`config.mk`:
```
export PLATFORM = sky130hd
export DESIGN_NAME = id_scoreboard
export DESIGN_NICKNAME = d
export VERILOG_FILES = /design/src/rtl/id_scoreboard.sv
export SDC_FILE = /design/constraint.sdc
export NUM_CORES = 1
export LEC_CHECK = 0
export BUFFER_PORTS_ARGS = -buffer_cell sky130_fd_sc_hd__buf_4
export CAP_MARGIN = 20
export CORE_UTILIZATION = 35
export CTS_CLUSTER_DIAMETER = 30
export DETAILED_ROUTE_END_ITERATION = 8
export PLACE_DENSITY = 0.57
export SLEW_MARGIN = 5
export SYNTH_ARGS = -nofsm -noshare
export SYNTH_HDL_FRONTEND = slang
export SYNTH_SLANG_ARGS = --single-unit
```
`constraint.sdc`:
```
create_clock -name clk -period 7.4 [get_ports clk]
set_clock_uncertainty 0.15 [all_clocks]
set_input_delay 1.48 -clock clk [delete_from_list [all_inputs] [get_ports clk]]
set_output_delay 1.48 -clock clk [all_outputs]
set_load 0.005 [all_outputs]
```
`src/rtl/id_scoreboard.sv`:
```
// ----------------------------------------------------------------------------
// id_scoreboard
//   In-order issue scoreboard beside the decode stage. It keeps an ordered
//   circular queue of destination registers of in-flight writing
//   instructions. Each issue request is granted or stalled on register
//   hazards and queue occupancy. The oldest entry retires on writeback, and
//   younger entries are discarded on a flush.
//
//   Optional feature macro: SCOREBOARD_RAW_CHECK_EN
//     defined   : hazard also covers RAW (nonzero rs1/rs2 match a valid entry)
//     undefined : hazard covers WAW on rd only
//
// Parameters
//   DEPTH          maximum in-flight writing instructions (2..8)
//   CW             width of the occupancy and keep counts (derived)
//
// Ports
//   clk            clock, rising-edge
//   rst_i          asynchronous active-high reset
//   issue_req_i    decode holds an instruction ready for execute
//   issue_rd_i     destination register of the request
//   issue_rs1_i    source register 1 of the request
//   issue_rs2_i    source register 2 of the request
//   issue_grant_o  issue accepted this cycle (combinational)
//   wb_valid_i     writeback writes the register file this cycle
//   wb_rd_i        register written by writeback
//   flush_i        squash younger in-flight instructions
//   flush_keep_i   number of oldest entries surviving the flush
//   count_o        queue occupancy
//   full_o         queue holds DEPTH entries
//   err_o          sticky protocol error
// ----------------------------------------------------------------------------
module id_scoreboard #(
    parameter int DEPTH = 4,
    parameter int CW    = $clog2(DEPTH + 1)
) (
    input  logic          clk,
    input  logic          rst_i,
    input  logic          issue_req_i,
    input  logic [4:0]    issue_rd_i,
    input  logic [4:0]    issue_rs1_i,
    input  logic [4:0]    issue_rs2_i,
    output logic          issue_grant_o,
    input  logic          wb_valid_i,
    input  logic [4:0]    wb_rd_i,
    input  logic          flush_i,
    input  logic [CW-1:0] flush_keep_i,
    output logic [CW-1:0] count_o,
    output logic          full_o,
    output logic          err_o
);

    localparam int PW = (DEPTH > 1) ? $clog2(DEPTH) : 1;

    logic [4:0]    r_q [DEPTH];
    logic [PW-1:0] r_head;
    logic [PW-1:0] r_tail;
    logic [CW-1:0] r_count;
    logic          r_err;

    logic          w_hazard;
    logic          w_full;
    logic          w_grant;
    logic          w_retire;
    logic          w_pop;
    logic          w_push;
    logic          w_err_now;
    logic [PW-1:0] w_head_nxt;
    logic [CW-1:0] w_rem;
    logic [CW-1:0] w_kept;
    logic [PW-1:0] w_idx;

    // Pointer advance modulo DEPTH; DEPTH need not be a power of two.
    function automatic logic [PW-1:0] wrap_add(input logic [PW-1:0] ptr,
                                               input logic [CW-1:0] n);
        int unsigned s;
        s = (int'(ptr) + int'(n)) % DEPTH;
        return PW'(s);
    endfunction

    // Only slots within 'count' of the head hold valid entries.
    always_comb begin
        w_hazard = 1'b0;
        w_idx    = '0;
        for (int unsigned k = 0; k < DEPTH; k++) begin
            w_idx = wrap_add(r_head, CW'(k));
            if (32'(r_count) > k) begin
                if ((issue_rd_i != '0) && (r_q[w_idx] == issue_rd_i))
                    w_hazard = 1'b1;
`ifdef SCOREBOARD_RAW_CHECK_EN
                if ((issue_rs1_i != '0) && (r_q[w_idx] == issue_rs1_i))
                    w_hazard = 1'b1;
                if ((issue_rs2_i != '0) && (r_q[w_idx] == issue_rs2_i))
                    w_hazard = 1'b1;
`endif
            end
        end
    end

`ifndef SCOREBOARD_RAW_CHECK_EN
    // Sources only matter when RAW checking is built in.
    logic w_unused_src;
    assign w_unused_src = ^{issue_rs1_i, issue_rs2_i};
`endif

    always_comb begin
        w_full     = (r_count == CW'(DEPTH));
        w_grant    = issue_req_i & ~rst_i & ~flush_i & ~w_hazard
                   & ~(w_full & (issue_rd_i != '0));
        w_push     = w_grant & (issue_rd_i != '0);
        w_retire   = wb_valid_i & (wb_rd_i != '0);
        w_pop      = w_retire & (r_count != '0);
        w_err_now  = w_retire & ((r_count == '0) || (r_q[r_head] != wb_rd_i));
        w_head_nxt = w_pop ? wrap_add(r_head, CW'(1)) : r_head;
        // Flush acts on what remains after the same-cycle retire.
        w_rem      = r_count - CW'(w_pop);
        w_kept     = (flush_keep_i < w_rem) ? flush_keep_i : w_rem;
    end

    always_ff @(posedge clk or posedge rst_i) begin
        if (rst_i) begin
            for (int unsigned i = 0; i < DEPTH; i++) r_q[i] <= '0;
            r_head  <= '0;
            r_tail  <= '0;
            r_count <= '0;
            r_err   <= 1'b0;
        end else begin
            r_head <= w_head_nxt;
            if (w_err_now) r_err <= 1'b1;
            if (flush_i) begin
                r_tail  <= wrap_add(w_head_nxt, w_kept);
                r_count <= w_kept;
            end else begin
                if (w_push) begin
                    r_q[r_tail] <= issue_rd_i;
                    r_tail      <= wrap_add(r_tail, CW'(1));
                end
                r_count <= w_rem + CW'(w_push);
            end
        end
    end

    assign issue_grant_o = w_grant;
    assign count_o       = r_count;
    assign full_o        = w_full;
    assign err_o         = r_err;

endmodule

```
==> results of run 1 <==
## worst min path at each step
stage / start / to
floorplan: err_o$_DFFE_PP0P_ / err_o$_DFFE_PP0P_
global placement: err_o$_DFFE_PP0P_ / err_o$_DFFE_PP0P_
detailed placement: err_o$_DFFE_PP0P_ / err_o$_DFFE_PP0P_
CTS: err_o$_DFFE_PP0P_ / err_o$_DFFE_PP0P_
global route: err_o$_DFFE_PP0P_ / err_o$_DFFE_PP0P_
finish: err_o$_DFFE_PP0P_ / err_o$_DFFE_PP0P_
## logic make-up after synthesis
group           after synthesis
buf+inv                      28
fa+ha+maj                    11
mux                          54
compound gates               29
xor+xnor                     29
simple gates                 42
flops                        28
## cell usage after synthesis, drive strengths merged
| cell | number | area, µm² |
|---|---|---|
| and4b | 1 | 10.0 |
| nor2 | 9 | 33.8 |
| o32ai | 1 | 16.3 |
| nand4 | 2 | 12.5 |
| nor3 | 4 | 20.0 |
| ha | 11 | 138 |
| o21bai | 1 | 7.51 |
| o21ai | 7 | 46.3 |
| o211ai | 1 | 7.51 |
| a21o | 1 | 7.51 |
| or3 | 4 | 30.0 |
| or4 | 2 | 15.0 |
| mux2i | 21 | 214 |
| mux4 | 7 | 158 |
| xnor2 | 21 | 184 |
| nand2b | 1 | 6.26 |
| dfrtp | 28 | 701 |
| o211a | 1 | 10.0 |
| mux2 | 26 | 293 |
| nand3 | 1 | 5.00 |
| o311ai | 1 | 26.3 |
| o2111ai | 2 | 30.0 |
| nand2 | 6 | 22.5 |
| nand3b | 3 | 22.5 |
| nor3b | 2 | 15.0 |
| a221o | 1 | 10.0 |
| xor2 | 8 | 70.1 |
| a211oi | 2 | 15.0 |
| o31ai | 2 | 15.0 |
| and3b | 1 | 8.76 |
| o221a | 1 | 11.3 |
| clkbuf | 4 | 15.0 |
| buf | 8 | 65.1 |
| inv | 16 | 60.1 |
| o2111a | 1 | 11.3 |
| nor4 | 6 | 97.6 |
| a21oi | 7 | 35.0 |
## cell type report
cell class	count	area share (%)
clock buffers	3	1.53
inverters	16	2.22
flip-flops and latches	28	25.9
repair buffers	26	7.23
well taps	80	3.71
multi-input cells	165	59.4
## per-layer routing
layer | part of all wire (%) | global-route usage, % | vias up
met5 | 0 | 0 | -
met4 | 0.66 | 2.73 | 0
met3 | 3.6 | 1.83 | 5
met2 | 46 | 22.0 | 31
met1 | 50 | 21.4 | 860
li1 | - | - | 842
## where the power goes
part | switching, mW | internal (mW) | total (mW)
sequential | 0.0889 | 0.227 | 0.316
combinational | 0.380 | 0.386 | 0.766
clock | 0.0477 | 0.0366 | 0.0843
## registers in the layout (all words and copies together), names as in the netlist
| signal | cells |
|---|---|
| count_o | 3 |
| err_o | 1 |
| r_head | 2 |
| r_q | 20 |
| r_tail | 2 |
## stage by stage
stage               util, %  cells
global placement       39.4    315
finish                 40.0    318
detailed placement     39.4    315
floorplan                 -    221
global route           40.0    318
CTS                    40.0    318
## critical path, cell delays in order, from the launching register on
cell	delay (ns)
dfrtp_1	0.74
buf_4	0.37
mux2i_1	0.30
xor2_1	0.23
and4b_1	0.21
a211oi_1	0.07
o311ai_4	0.63
nor2_1	0.09
o2111a_1	0.25
buf_4	0.13
==> impl_metrics.tcl, run 1 <==
set metrics [dict create \
    post_cts_buffers 0 \
    synth.distinct_cells 47 \
    vias_per_cell 5.47 \
    setup_viol 0 \
    post_cts_resized 0 \
    postPlaceCellArea_mm2 0.00266 \
    core_area_mm2 0.00676 \
    final_common_cell "dfrtp_1" \
    crit_start "r_head[0]$_DFF_PP0_" \
    num_antenna_cells 0 \
    hold_violations 0 \
    cts_tree "built" \
    drtPass1Iterations 4 \
    cp-end-kind "output port" \
    max_freq_ghz 0.203 \
    drive_gt1_share_pct 21.8 \
    grt_overflow 0 \
    setup_slack_ns 2.47 \
    synth_nets 260 \
    status "complete, no violations" \
    die_y_um 85.6 \
    worstSetupStartpointType "flop" \
    hold_ws_ns 0.340 \
    route.detailed.drc 0 \
    seq_area_frac_synth_pct 28.7 \
    regArea_um2 701 \
    rsz0062_at_grt "no" \
    rr_worst_depth 11 \
    ios 34 \
    fin_nets 279 \
    final_cell_mix "28 x dfrtp_1, 26 x buf_4, 21 x xnor2_1, 21 x mux2_1, 20 x mux2i_1" \
    clockBufferDepth 2 \
    grt_pass1_vias 1604 \
    avgSynthCellArea_um2 11.1 \
    numCtsBuffers 3 \
    synthXorXnorAreaFrac_pct 10.4 \
    period_needed_ns 4.93 \
    route.antenna.remaining_nets 0 \
    drt_iter0_markers 116 \
    vdd_drop_max_mv 0.118 \
    start_util_pct 36.2 \
    criticalPathCategory "reg2out" \
    grt_pass1_wl_um 8140 \
    cellLeakagePower_nw 1.18 \
    relSlewSlack_pct 55.7 \
    vias 1738 \
    drt-wirelength-per-cell_um 15.7 \
    min_path_cells 1 \
    clkSinkCount 28 \
    multi_input_area_mm2 0.00160 \
    areaGrowthSynthToFinish_pct 10.5 \
    rows 30 \
    die_area_mm2 0.00732 \
    muxShareOfSynthArea_pct 27.2 \
    postRouteWirelength_um 4990 \
    synthCells 221 \
    antenna_found_initial 0 \
    cts_root_buf "clkbuf_8" \
    synth-simple-area-share_pct 12.2 \
    dp_hpwl_um 3850 \
    worstPathRequired_ns 5.77 \
    numPortBuffers 23 \
    worstMarginPinSlew_ns 0.662 \
    clock_latency_ns 0.28 \
    n_fill_cell 701 \
    synth_compound_gate_area_share_pct 10.2 \
    cts-hold-fix-buffers 0 \
    slew_violations 0 \
    fin_crit_sh_pct 66.6 \
    hold_path.class "reg2reg" \
    drv_cap 0 \
    htreeDepth 1 \
    post-place-ws_ns 2.48 \
    power.density_mw_per_mm2 432 \
    grt_max_degree 34 \
    synth_top_family_by_area "multiplexers" \
    fin_area_mm2 0.00270 \
    crit_arrival_ns 3.30 \
    crit_path_max_fanout 15 \
    die_w_um 85.6 \
    crit-reg2reg-launch "r_head[0]$_DFF_PP0_" \
    yosys_warnings 0 \
    synth_fa_ha_area_share_pct 5.63 \
    r2r_slack_ns 3.58 \
    finalSetupTns_ns 0 \
    place_congestion 0.829 \
    clkTransAtPathRegs_ns 0.10 \
    r2r-end "count_o[1]$_DFF_PP0_" \
    grt.total_usage_pct 14.2 \
    endpoint "issue_grant_o" \
    total_power_mw 1.17 \
    syn_area_mm2 0.00244 \
    synth-seq-cells 28 \
]
No activity file was read; power rests on OpenSTA's default activity.
==> run 2: changes to the inputs <==
==> constraint.sdc (replaced) <==
create_clock -name clk -period 4.83 [get_ports clk]
set_clock_uncertainty 0.15 [all_clocks]
set_input_delay 0.966 -clock clk [delete_from_list [all_inputs] [get_ports clk]]
set_output_delay 0.966 -clock clk [all_outputs]
set_load 0.005 [all_outputs]
==> impl_metrics.tcl, run 2 (synthesis gave the netlist of run 1 again) <==
set metrics [dict create \
    drt_iter0_markers 64 \
    cpLargestDelayFamily "flip-flops" \
    dp_hpwl_um 3950 \
    clockBufferDepth 2 \
    max_freq_ghz 0.236 \
    grt.total_usage_pct 15.7 \
    period_needed_ns 4.24 \
    vdd_drop_max_mv 0.204 \
    vias 1719 \
    antenna_found_initial 0 \
    rsz0062_at_grt "no" \
    place_congestion 0.880 \
    drt-met1-wl_um 2520 \
    crit_path_max_fanout 27 \
    r2r_slack_ns 1.19 \
    worstSetupStartpointType "flop" \
    grt_pass1_vias 1710 \
    total_power_mw 1.80 \
    cp_num_cells 7 \
    status "complete, no violations" \
    grt_max_degree 28 \
    routed.top_layer "met4" \
    setup_viol 0 \
    drtPass1Iterations 4 \
    dr_wl_met3_um 131 \
    htreeDepth 1 \
    cts_root_buf "clkbuf_8" \
    min_path_cells 1 \
    ios 34 \
    clock_latency_ns 0.28 \
    die_y_um 85.6 \
    max_flop_register "r_q" \
    drt-wirelength-per-cell_um 16.2 \
    crit_chain "mux4_2 -> xnor2_1 -> nand4_1 -> o21ai_4 -> nor2_1 -> o2111a_1 -> buf_4" \
    num_antenna_cells 0 \
    fin_nets 280 \
    postRouteWirelength_um 5180 \
    criticalPathCategory "reg2out" \
    clkSinkCount 28 \
    areaGrowthSynthToFinish_pct 10.8 \
    clkTransAtPathRegs_ns 0.10 \
    power.density_mw_per_mm2 665 \
    worstMarginPinSlew_ns 0.940 \
    vias_per_cell 5.39 \
    final_common_cell "dfrtp_1" \
    die_w_um 85.6 \
    worstPathRequired_ns 3.71 \
    slew_violations 0 \
    cts-hold-fix-buffers 0 \
    numCtsBuffers 3 \
    final_cell_mix "28 x dfrtp_1, 27 x buf_4, 21 x xnor2_1, 21 x mux2_1, 20 x mux2i_1" \
    fin_crit_sh_pct 87.7 \
    route.detailed.drc 0 \
    post_cts_buffers 0 \
    rr_worst_depth 15 \
    largest_reg_flops 20 \
    grt_pass1_wl_um 8800 \
    drive_gt1_share_pct 22.2 \
    numPortBuffers 23 \
    crit_buf_inv 1 \
    crit_arrival_ns 3.12 \
    finalSetupTns_ns 0 \
    rows 30 \
    critPathSlowestCell "dfrtp_1" \
    p_sw_uw 801 \
    seqPwrFrac_pct 27.7 \
    die_area_mm2 0.00732 \
    switching_share_pct 44.5 \
    grt_overflow 0 \
    cellLeakagePower_nw 1.18 \
    intPower_mw 1.00 \
    max_stage_delay_ns 0.97 \
    relSlewSlack_pct 37.3 \
    core_area_mm2 0.00676 \
    post_cts_resized 0 \
    hold_violations 0 \
    route.antenna.remaining_nets 0 \
    cp-end-kind "output port" \
    drv_cap 0 \
    clock_power_share_pct 7.3 \
    start_util_pct 36.2 \
    hold_path.class "reg2reg" \
    p_comb_share_pct 65.0 \
    wl_met2_um 2470 \
    cts_tree "built" \
]
==> run 2: worst paths after layout <==
| check | startpoint | endpoint |
|---|---|---|
| worst max-delay path | r_head[1]$_DFF_PP0_ | issue_grant_o |
| worst min-delay path | err_o$_DFFE_PP0P_ | err_o$_DFFE_PP0P_ |
| worst max register to register | count_o[2]$_DFF_PP0_ | r_tail[1]$_DFFE_PP0P_ |
| worst min register to register | err_o$_DFFE_PP0P_ | err_o$_DFFE_PP0P_ |
| max in group asynchronous | rst_i | r_q[12]$_DFFE_PP0P_ |
| min in group asynchronous | rst_i | r_tail[1]$_DFFE_PP0P_ |
==> run 2: metal layers <==
metal,GRT usage (%),vias to the layer above
met3,1.83,4
li1,-,853
met5,0,-
met1,21.7,835
met2,26.2,27
met4,4.09,0
==> run 2: power groups by stage <==
stage,registers [mW],logic (mW),clock network (mW)
2_1_floorplan,0.434,1.03,0
3_3_place_gp,0.498,1.17,0
3_5_place_dp,0.505,1.18,0
4_1_cts,0.499,1.19,0.138
5_1_grt,0.526,1.31,0.148
6_report,0.499,1.17,0.131
==> run 2: through the flow <==
stage | utilization [%] | area (µm²) | instances | hold slack, ns | setup slack (ns)
global route | 40.1 | 2710 | 319 | 0.364 | 0.385
finish | 40.1 | 2710 | 319 | 0.353 | 0.594
floorplan | - | 2440 | 221 | 0.318 | 0.815
global placement | 39.5 | 2670 | 316 | 0.313 | 0.399
CTS | 40.1 | 2710 | 319 | 0.352 | 0.574
detailed placement | 39.5 | 2670 | 316 | 0.325 | 0.376
==> run 2: area by class of cell <==
type / instances / area, µm²
clock buffer: 3 / 41.3
multi-input combinational: 165 / 1600
fill: 689 / 4050
timing repair buffer: 27 / 203
inverter: 16 / 60.1
tap: 80 / 100
sequential: 28 / 701
==> run 3: changes to the inputs <==
--- a/config.mk
+++ b/config.mk
@@ -11,6 +11,7 @@
 export CTS_CLUSTER_DIAMETER = 30
 export DETAILED_ROUTE_END_ITERATION = 8
 export PLACE_DENSITY = 0.57
+export REMOVE_ABC_BUFFERS = 1
 export SLEW_MARGIN = 5
 export SYNTH_ARGS = -nofsm -noshare
 export SYNTH_HDL_FRONTEND = slang
==> impl_metrics.tcl, run 3 (synthesis gave the netlist of run 1 again) <==
set metrics [dict create \
    areaGrowthSynthToFinish_pct 11.1 \
    n_fill_cell 656 \
    post_cts_resized 0 \
    post_cts_buffers 0 \
    rows 30 \
    final_cell_mix "28 x dfrtp_1, 28 x buf_4, 21 x xnor2_1, 21 x mux2_1, 20 x mux2i_1" \
    crit-reg2reg-launch "count_o[2]$_DFF_PP0_" \
    setup_viol 0 \
    max_flop_register "r_q" \
    largest_reg_flops 20 \
    cts_root_buf "clkbuf_8" \
    drv_cap 0 \
    regArea_um2 701 \
    vdd_drop_max_mv 0.163 \
    finalSetupTns_ns 0 \
    hold_path.class "reg2reg" \
    period_needed_ns 4.23 \
    intPower_mw 1.01 \
    place_congestion 0.766 \
    seqPwrFrac_pct 28.6 \
    drt-wirelength-per-cell_um 16.3 \
    relSlewSlack_pct 43.6 \
    max_freq_ghz 0.236 \
    status "complete, no violations" \
    rsz0062_at_grt "no" \
    setup_slack_ns 0.601 \
    die_area_mm2 0.00732 \
    clock_latency_ns 0.28 \
    r2r-end "r_tail[1]$_DFFE_PP0P_" \
    grt.total_usage_pct 15.5 \
    cts-hold-fix-buffers 0 \
    route.detailed.drc 0 \
    slew_violations 0 \
    clockBufferDepth 2 \
    htreeDepth 1 \
    numPortBuffers 23 \
    worstPathRequired_ns 3.71 \
    clkSinkCount 28 \
    grt_overflow 0 \
    core_area_mm2 0.00676 \
    ios 34 \
    start_util_pct 36.2 \
    drive_gt1_share_pct 22.5 \
    power.density_mw_per_mm2 670 \
    cp-end-kind "output port" \
    die_w_um 85.6 \
    clock_power_share_pct 7.1 \
    numCtsBuffers 3 \
    switching_share_pct 44.7 \
    worstMarginPinSlew_ns 0.846 \
    route.antenna.remaining_nets 0 \
    hold_violations 0 \
    multi_input_area_mm2 0.00160 \
    crit_path_max_fanout 12 \
    grt_max_degree 31 \
    grt_pass1_wl_um 8760 \
    clkTransAtPathRegs_ns 0.09 \
    crit_arrival_ns 3.11 \
    drtPass1Iterations 5 \
    crit_start "r_head[0]$_DFF_PP0_" \
    die_y_um 85.6 \
    p_comb_share_pct 64.3 \
    cellLeakagePower_nw 1.19 \
    vias_per_cell 5.43 \
    endpoint "issue_grant_o" \
    worstSetupStartpointType "flop" \
    postRouteWirelength_um 5210 \
    dp_hpwl_um 3920 \
    cts_tree "built" \
    r2r_slack_ns 1.15 \
    grt_pass1_vias 1698 \
    post-place-ws_ns 0.392 \
    antenna_found_initial 0 \
    rr_worst_depth 15 \
    fin_crit_sh_pct 87.6 \
    criticalPathCategory "reg2out" \
    drt_iter0_markers 112 \
    num_antenna_cells 0 \
    vias 1738 \
    p_sw_uw 812 \
    fin_nets 281 \
]
==> run 3: layout make-up <==
cell class	instances	share of cell area [%]
repair buffers	28	7.74
clock buffers	3	1.52
multi-input cells	165	59.1
inverters	16	2.21
well taps	80	3.68
flip-flops and latches	28	25.8
==> run 3: layer usage <==
metal	wire [µm]	vias to the layer above	track usage [%]
met5	0	-	0
met4	97	0	5.00
li1	-	842	-
met3	208	7	3.27
met1	2590	851	21.7
met2	2310	38	24.1
==> run 3: per-stage QoR <==
stage	hold slack (ns)	area (µm²)	power, mW	utilization [%]	std cells
final	0.334	2720	1.82	40.2	320
after detailed placement	0.314	2680	1.69	39.6	317
after floorplan	0.318	2360	1.41	-	209
after CTS	0.341	2720	1.83	40.2	320
after global placement	0.313	2680	1.68	39.6	317
after global routing	0.371	2720	1.99	40.2	320
==> run 3: worst min-delay path by stage <==
stage                        end  cells past startpoint  slack, ns         startpoint
6_report       err_o$_DFFE_PP0P_                      1       0.33  err_o$_DFFE_PP0P_
4_1_cts        err_o$_DFFE_PP0P_                      1       0.34  err_o$_DFFE_PP0P_
3_3_place_gp   err_o$_DFFE_PP0P_                      1       0.31  err_o$_DFFE_PP0P_
2_1_floorplan  err_o$_DFFE_PP0P_                      1       0.32  err_o$_DFFE_PP0P_
5_1_grt        err_o$_DFFE_PP0P_                      1       0.37  err_o$_DFFE_PP0P_
3_5_place_dp   err_o$_DFFE_PP0P_                      1       0.31  err_o$_DFFE_PP0P_
==> run 3: power groups by stage <==
stage	Combinational [mW]	Sequential, mW	Clock (mW)
3_5_place_dp	1.17	0.524	0
6_report	1.17	0.521	0.129
5_1_grt	1.30	0.543	0.146
4_1_cts	1.18	0.519	0.137
3_3_place_gp	1.16	0.519	0
2_1_floorplan	0.905	0.507	0
==> run 3: critical path, stage by stage (launching register included) <==
cell	delay, ns
dfrtp_1	0.72
buf_4	0.32
mux2i_1	0.29
xnor2_1	0.13
nor3_1	0.18
a21oi_1	0.10
o311ai_4	0.65
nor2_1	0.08
o2111a_1	0.25
buf_4	0.13
